### config.mk
export PLATFORM = sky130hd
export DESIGN_NAME = rocket_mover_flat
export DESIGN_NICKNAME = d
export VERILOG_FILES = /design/src/rtl/rockets_pkg.sv /design/src/rtl/rocket_mover_if.sv /design/src/rtl/rocket_mover.sv /design/src/flat_wrapper.sv
export SDC_FILE = /design/constraint.sdc
export NUM_CORES = 1
export LEC_CHECK = 0
export ABC_CLOCK_PERIOD_IN_PS = 5200
export CAP_MARGIN = 40
export CORE_MARGIN = 1.5
export CORE_UTILIZATION = 48
export CTS_BUF_LIST = sky130_fd_sc_hd__clkbuf_8
export CTS_CLUSTER_SIZE = 10
export DETAILED_ROUTE_END_ITERATION = 10
export DONT_BUFFER_PORTS = 1
export SYNTH_ARGS = -nofsm -noshare
export SYNTH_HDL_FRONTEND = slang
export SYNTH_SLANG_ARGS = --single-unit
### constraint.sdc
create_clock -name clk -period 5.2 [get_ports clk]
set_input_delay 1.04 -clock clk [delete_from_list [all_inputs] [get_ports clk]]
set_output_delay 1.04 -clock clk [all_outputs]
set_load 0.03 [all_outputs]
### src/rtl/rockets_pkg.sv
// rtl/rockets_pkg.sv - shared constants, coordinate type and FSM states for the rocket movers
package rockets_pkg;

    localparam int FRAC_BITS_DEF     = 6;
    localparam int TOP_BORDER_DEF    = 0;
    localparam int BOTTOM_BORDER_DEF = 479;
    localparam int ROCKET_HEIGHT_DEF = 16;

    typedef logic signed [10:0] coord_t;

    typedef enum logic [1:0] {
        IDLE   = 2'd0,
        LAUNCH = 2'd1,
        FLYING = 2'd2,
        DONE   = 2'd3
    } state_t;

endpackage

### src/rtl/rocket_mover_if.sv
// rtl/rocket_mover_if.sv - controller <-> rocket mover signal bundle
import rockets_pkg::*;

interface rocket_mover_if;
    logic   startOfFrame;
    logic   isActive;
    coord_t initialX;
    coord_t initialY;
    coord_t initialSpeed;
    coord_t rocketTLX;
    coord_t rocketTLY;
    logic   rocketVisible;
    logic   reachedBorder;

    modport master (
        output startOfFrame, isActive, initialX, initialY, initialSpeed,
        input  rocketTLX, rocketTLY, rocketVisible, reachedBorder
    );

    modport slave (
        input  startOfFrame, isActive, initialX, initialY, initialSpeed,
        output rocketTLX, rocketTLY, rocketVisible, reachedBorder
    );
endinterface

### src/rtl/rocket_mover.sv
// rtl/rocket_mover.sv - per-rocket launch latch, per-frame vertical motion and border exit pulse
import rockets_pkg::*;

module rocket_mover #(
    parameter int FRAC_BITS     = FRAC_BITS_DEF,
    parameter int TOP_BORDER    = TOP_BORDER_DEF,
    parameter int BOTTOM_BORDER = BOTTOM_BORDER_DEF,
    parameter int ROCKET_HEIGHT = ROCKET_HEIGHT_DEF
) (
    input  logic           clk,
    input  logic           reset,
    rocket_mover_if.slave  bus
);

    localparam int YW = 11 + FRAC_BITS;

    state_t                 r_state;
    state_t                 w_next;
    logic                   r_active_d;
    logic                   r_check;
    logic signed [YW-1:0]   r_y;
    logic signed [YW-1:0]   r_speed;
    coord_t                 r_x;

    coord_t                 w_tly;
    logic                   w_border;
    logic                   w_load;
    logic                   w_step;
    logic                   w_pulse;
    logic                   w_visible;

    assign w_tly    = coord_t'(r_y >>> FRAC_BITS);
    assign w_border = (int'(w_tly) < TOP_BORDER) ||
                      (int'(w_tly) + ROCKET_HEIGHT > BOTTOM_BORDER);

    always_ff @(posedge clk or posedge reset) begin
        if (reset) begin
            r_state <= IDLE;
        end else begin
            r_state <= w_next;
        end
    end

    // Abort (isActive low) outranks both the border check and frame updates.
    always_comb begin
        w_next    = r_state;
        w_load    = 1'b0;
        w_step    = 1'b0;
        w_pulse   = 1'b0;
        w_visible = 1'b0;
        case (r_state)
            IDLE: begin
                if (bus.isActive && !r_active_d) begin
                    w_next = LAUNCH;
                end
            end
            LAUNCH: begin
                if (bus.isActive) begin
                    w_load = 1'b1;
                    w_next = FLYING;
                end else begin
                    w_next = IDLE;
                end
            end
            FLYING: begin
                w_visible = 1'b1;
                if (!bus.isActive) begin
                    w_next = IDLE;
                end else if (r_check && w_border) begin
                    w_pulse = 1'b1;
                    w_next  = DONE;
                end else if (bus.startOfFrame) begin
                    w_step = 1'b1;
                end
            end
            DONE: begin
                if (!bus.isActive) begin
                    w_next = IDLE;
                end
            end
            default: begin
                w_next = IDLE;
            end
        endcase
    end

    // r_check marks the cycle right after a position update, when the border is judged.
    always_ff @(posedge clk or posedge reset) begin
        if (reset) begin
            r_active_d <= 1'b0;
            r_check    <= 1'b0;
            r_y        <= '0;
            r_speed    <= '0;
            r_x        <= '0;
        end else begin
            r_active_d <= bus.isActive;
            r_check    <= w_step;
            if (w_load) begin
                r_y     <= {bus.initialY, {FRAC_BITS{1'b0}}};
                r_speed <= {{FRAC_BITS{bus.initialSpeed[10]}}, bus.initialSpeed};
                r_x     <= bus.initialX;
            end else if (w_step) begin
                r_y <= r_y + r_speed;
            end
        end
    end

    assign bus.rocketTLX     = r_x;
    assign bus.rocketTLY     = w_tly;
    assign bus.rocketVisible = w_visible;
    assign bus.reachedBorder = w_pulse;

endmodule

### src/flat_wrapper.sv
// flat-port wrapper written by rule: the top's interface ports become plain ports
module rocket_mover_flat 
#(
    parameter int FRAC_BITS     = FRAC_BITS_DEF,
    parameter int TOP_BORDER    = TOP_BORDER_DEF,
    parameter int BOTTOM_BORDER = BOTTOM_BORDER_DEF,
    parameter int ROCKET_HEIGHT = ROCKET_HEIGHT_DEF
)
  (clk, reset, bus_startOfFrame, bus_isActive, bus_initialX, bus_initialY, bus_initialSpeed, bus_rocketTLX, bus_rocketTLY, bus_rocketVisible, bus_reachedBorder);
  rocket_mover_if bus_i ();
  input  logic clk;
  input  logic reset;
  input wire logic [$bits(bus_i.startOfFrame)-1:0] bus_startOfFrame;
  input wire logic [$bits(bus_i.isActive)-1:0] bus_isActive;
  input wire logic [$bits(bus_i.initialX)-1:0] bus_initialX;
  input wire logic [$bits(bus_i.initialY)-1:0] bus_initialY;
  input wire logic [$bits(bus_i.initialSpeed)-1:0] bus_initialSpeed;
  output wire logic [$bits(bus_i.rocketTLX)-1:0] bus_rocketTLX;
  output wire logic [$bits(bus_i.rocketTLY)-1:0] bus_rocketTLY;
  output wire logic [$bits(bus_i.rocketVisible)-1:0] bus_rocketVisible;
  output wire logic [$bits(bus_i.reachedBorder)-1:0] bus_reachedBorder;
  assign bus_i.startOfFrame = bus_startOfFrame;
  assign bus_i.isActive = bus_isActive;
  assign bus_i.initialX = bus_initialX;
  assign bus_i.initialY = bus_initialY;
  assign bus_i.initialSpeed = bus_initialSpeed;
  assign bus_rocketTLX = bus_i.rocketTLX;
  assign bus_rocketTLY = bus_i.rocketTLY;
  assign bus_rocketVisible = bus_i.rocketVisible;
  assign bus_reachedBorder = bus_i.reachedBorder;
  rocket_mover #(.FRAC_BITS(FRAC_BITS), .TOP_BORDER(TOP_BORDER), .BOTTOM_BORDER(BOTTOM_BORDER), .ROCKET_HEIGHT(ROCKET_HEIGHT)) u_core (.clk(clk), .reset(reset), .bus(bus_i));
endmodule
## After elaboration in Yosys (flattened, before gate mapping)

Cells that the tools add are included.

- Add/subtract/negate cells: 2
- Muxes and demuxes: 18
- Divide/modulo/power cells: 0
- Equality and inequality tests: 6
- Shift-type cells: 0
- $mul: 0
- Bitwise logic cells: 0
- Reductions and logical operators: 7
- $lt $le $gt $ge: 2

Operators by type and width:

| operator | number |
|---|---|
| $mux 17 | 2 |
| $gt 32x10->1 const B | 1 |
| $add 17x11->17 | 1 |
| $add 11x6->12 const B | 1 |
| $lt 11x1->1 const B | 1 |
| $mux 1 | 10 |
| $mux 2 | 5 |
| $pmux 2 s4 | 1 |
| $eq 2x2->1 const B | 2 |
| $ne 3x2->1 const B | 1 |
| $reduce_and 3->1 | 1 |
| $eq 2x1->1 const B | 1 |
| $logic_and 1x1->1 | 2 |
| $logic_not 2->1 | 1 |
| $ne 2x1->1 const B | 1 |
| $ne 2x2->1 const B | 1 |
| $reduce_bool 2->1 | 1 |
| $logic_not 1->1 | 1 |
| $logic_or 1x1->1 | 1 |

- Word-level logic and storage cells: 41
- Memories kept: 0
- ROM bits: 0
- Flip-flop bits (word level): 43
- Output and inout bits: 24
- Memory bits (writable): 0
- Input port bits: 37
- Latch bits: 0

## Logic depth before layout (Yosys ltp)

- Depth after elaboration: 9
- Mapped depth: 10
- Gate-level depth less buffers: 10

## Worst setup path before layout

OpenSTA, ideal clock, no wires.

- Path kind: register -> output
- Start point: register u_core.r_y[10]
- End point: output port bus_reachedBorder
- Arrival time: 1.574 ns
- Required time: 4.160 ns
- Buffers on the path: 0
- Slack: 2.586 ns
- Stages on the path, launching flop included: 8
- Cell sequence: dfrtp_1 > ha_1 > xor2_1 > o211a_1 > maj3_2 > nand2_1 > nand2_1 > and3_1

- Word-level cells in the longest chain between the ends: 7
- Elaborated cells between the ends (all ways): 8

Ends and longest elaborated chain:

| what | line | text |
|---|---|---|
| start, declared | rocket_mover.sv:21 | `logic signed [YW-1:0] r_y;` |
| start signal, assigned | rocket_mover.sv:99 | `r_y <= {bus.initialY, {FRAC_BITS{1'b0}}};` |
| start signal, assigned | rocket_mover.sv:103 | `r_y <= r_y + r_speed;` |
| $add 11x6->12 | rocket_mover.sv:34 | `(int'(w_tly) + ROCKET_HEIGHT > BOTTOM_BORDER);` |
| $gt 32x10->1 | rocket_mover.sv:34 |  |
| $logic_or 1x1->1 (*) | rocket_mover.sv:33 | `assign w_border = (int'(w_tly) < TOP_BORDER) \|\|` |
| $logic_and 1x1->1 (*) | rocket_mover.sv:69 | `end else if (r_check && w_border) begin` |
| $mux 1 (*) | rocket_mover.sv:69 |  |
| $mux 1 (*) | rocket_mover.sv:67 | `if (!bus.isActive) begin` |
| $mux 1 (*) | rocket_mover.sv:51 | `case (r_state)` |
| end, declared | flat_wrapper.sv:21 | `output wire logic [$bits(bus_i.reachedBorder)-1:0] bus_reachedBorder;` |

Mark *: on every way between the ends. The rest lies on a longest branch, timed or not.

## Worst setup path in the final report

Same ends and word-level chain as after synthesis.

==> impl_metrics.env <==
export IMPL_outcome="complete, no violations"
export IMPL_gp_congestion=0.831
export IMPL_cp_top_family="adder cells"
export IMPL_synth_top_family_by_area="simple AND/OR/NAND/NOR gates"
export IMPL_finish_instance_area_sq_um=2700
export IMPL_critPathLaunchType="register"
export IMPL_drt_wl_total_um=5570
export IMPL_vias=2028
export IMPL_antenna_cells=0
export IMPL_p_leak_nw=1.32
export IMPL_cts_tree="done"
export IMPL_drc=0
export IMPL_worstSetupPathType="reg -> out"
export IMPL_core_area_sq_um=5200
export IMPL_tightest_slew_ps=675
export IMPL_cap_viol_max_count=0
export IMPL_grt_overflow_total=0
export IMPL_fin_skew_ps=7.14
export IMPL_worst_r2r_setup_slack_ps=2300
export IMPL_n_fill_cell=510
export IMPL_r2r_end="u_core.r_y[16]"
export IMPL_post_cts_resized=0
export IMPL_slew_violations=0
export IMPL_cp_required_ps=4160
export IMPL_synth_nets=358
export IMPL_hold_path_class="reg -> reg"
export IMPL_cp_cell_sequence="inv_1 > ha_1 > o211a_1 > maj3_2 > nand2_1 > nand2_1 > and3_1"
export IMPL_fp_row_count=26
export IMPL_vdd_ir_drop_worst_v=0.000235
export IMPL_cts_hold_buffers=0
export IMPL_max_freq_mhz=309
export IMPL_finalCritPeriodShare_pct=62.3
export IMPL_dp_hpwl_um=4090
export IMPL_power_mw=1.75
export IMPL_fp_dieW_um=77.0
export IMPL_period_needed_ps=3240
export IMPL_synth_warnings=0
export IMPL_slowest_stage="dfrtp_1"
export IMPL_yosys_area_share_simple_pct=21.4
export IMPL_synth_compound_area_share_pct=17.2
export IMPL_final_cell_mix="77 x nand2_1, 43 x dfrtp_1, 18 x ha_1, 17 x a21oi_1, 15 x o21ai_0"
export IMPL_synth_xor_area_share_pct=4.00
export IMPL_dr_pass1_iters=4
export IMPL_dpl_cell_area_sq_um=2620
export IMPL_nets=346
export IMPL_syn_to_final_growth_pct=2.62
export IMPL_synth_seq_area_share_pct=40.9
export IMPL_grt_max_degree=35
export IMPL_grt_pass1_wl_um=9790
export IMPL_r2r_cells=8
export IMPL_cts_buffer_depth=2
export IMPL_synth_area_sq_um=2630
export IMPL_synth_seq_cells=43
export IMPL_postSynthCellCount=302
export IMPL_grt_pass1_vias=2108
export IMPL_synth_edf_count=0
export IMPL_dieArea_sq_um=5930
export IMPL_start_util_pct=50.5
export IMPL_rsz0062_at_grt="false"
export IMPL_hold_start="u_core.r_speed[0]"
export IMPL_slew_headroom_pct=54.9
export IMPL_post_cts_buffers=0
export IMPL_drive_above_1_share_pct=4.47
export IMPL_numCtsBuffers=5
export IMPL_crit_top_cell="nand2_1"
export IMPL_async_flop_share_pct=100
export IMPL_critical_path_buf_inv_count=1
export IMPL_fp_dieH_um=77.0
export IMPL_cts_sinks=43
export IMPL_r2r_start="u_core.r_y[11]"
export IMPL_power_density_nw_per_um2=647
export IMPL_antenna_found_initial=0
export IMPL_clk_pin_slew_ps=80
export IMPL_drtIter0Drc=109
export IMPL_final_core_utilization_pct=51.8
export IMPL_cp_end_kind="output pin"
export IMPL_critPathMaxFanout=5
export IMPL_multi_input_area_sq_um=1380
export IMPL_max_stage_delay_ps=580
export IMPL_syn_area_per_cell_sq_um=8.70
export IMPL_setup_violations=0
export IMPL_seqCellArea_sq_um=1080
export IMPL_cp_arrival_ps=2200
export IMPL_synth_distinct_cells=47
export IMPL_final_common_cell="nand2_1"
export IMPL_finalHoldViolCount=0
export IMPL_vias_per_cell=5.62
export IMPL_tns_ps=0
export IMPL_synth_mux_area_share_pct=0
export IMPL_port_buffers=0
export IMPL_root_buffer="clkbuf_8"
export IMPL_synth_fa_ha_area_share_pct=9.76
export IMPL_whs_endpoint="u_core.r_speed[0]"
export IMPL_drtAntennaViolNets=0
export IMPL_clk_latency_ps=300
export IMPL_wire_per_inst_um=15.4
export IMPL_hold_depth=2
export IMPL_track_usage_pct=20.6
export IMPL_pin_count=61
export IMPL_synth_ff_type="dfrtp_1"
export IMPL_cts_htree_levels=2
## kinds of logic after synthesis
kind of cell	count (synthesis)
AND/OR/NAND/NOR	125
AO/OA/AOI/OAI	69
flip-flops	43
buffers and inverters	33
adder cells (fa/ha/maj)	20
XOR/XNOR	12
## synth_stat cells, types with 3 or more instances
master    number  area (sq um)
a21o_1         5          37.5
a21oi_1       17          85.1
a311oi_1       3          26.3
and3_1         6          37.5
buf_2          3          15.0
buf_4         11          82.6
clkbuf_1       6          22.5
dfrtp_1       43          1080
ha_1          18           225
inv_1         10          37.5
nand2_1       77           289
nand2b_1       3          18.8
nand3_1       12          60.1
nor2_1         8          30.0
nor2b_1        5          31.3
nor3_1         4          20.0
o211ai_1       4          30.0
o21ai_0       15          75.1
o22ai_1        4          25.0
xnor2_1        5          43.8
xor2_1         7          61.3
## routing by layer
| metal | vias up | track usage, % | wire (um) |
|---|---|---|---|
| met1 | 970 | 25.2 | 2550 |
| met5 | - | 0 | 0 |
| met2 | 38 | 36.8 | 2710 |
| met3 | 6 | 4.17 | 238 |
| met4 | 0 | 5.64 | 66 |
| li1 | 1014 | - | - |
## where the power goes
group,total [mW],switching [mW],internal (mW)
clock,0.205,0.115,0.0905
combinational,0.793,0.446,0.346
sequential,0.747,0.282,0.465
total,1.75,0.843,0.902
## tightest hold or removal path, cell delays in order (launching register included)
cell and delay [ps]:
dfrtp_1 350, nand2_1 50, nand2_1 50
## how the worst max path moves through the flow
stage	startpoint	endpoint	slack [ps]	cells past startpoint
floorplan	u_core.r_y[10]	bus_reachedBorder	2590	7
global route	u_core.r_y[10]	bus_reachedBorder	1840	8
CTS	u_core.r_y[10]	bus_reachedBorder	1950	7
finish	u_core.r_y[10]	bus_reachedBorder	1960	7
detailed placement	u_core.r_y[10]	bus_reachedBorder	2280	7
global placement	u_core.r_y[11]	bus_reachedBorder	2310	7
## metrics by stage
stage	cells	hold WS, ps	setup WS (ps)
2_1_floorplan	302	450	2590
3_3_place_gp	352	466	2310
3_5_place_dp	353	473	2280
4_1_cts	361	495	1950
5_1_grt	361	519	1840
6_report	361	488	1960
## area by class of cell
type                            count  area share (%)
Inverter                           11            1.53
Tap cell                           70            3.25
Clock inverter                      3           0.464
Sequential cell                    43            39.9
Timing Repair Buffer                3            1.30
Clock buffer                        5            2.55
Multi-Input combinational cell    226            51.0
## sequential cells by signal (all words and copies together), names as in the netlist
signal                cells
u_core.bus.rocketTLX     11
u_core.r_active_d         1
u_core.r_check            1
u_core.r_speed           11
u_core.r_state            2
u_core.r_y               17
(Power assumes the default switching activity.)
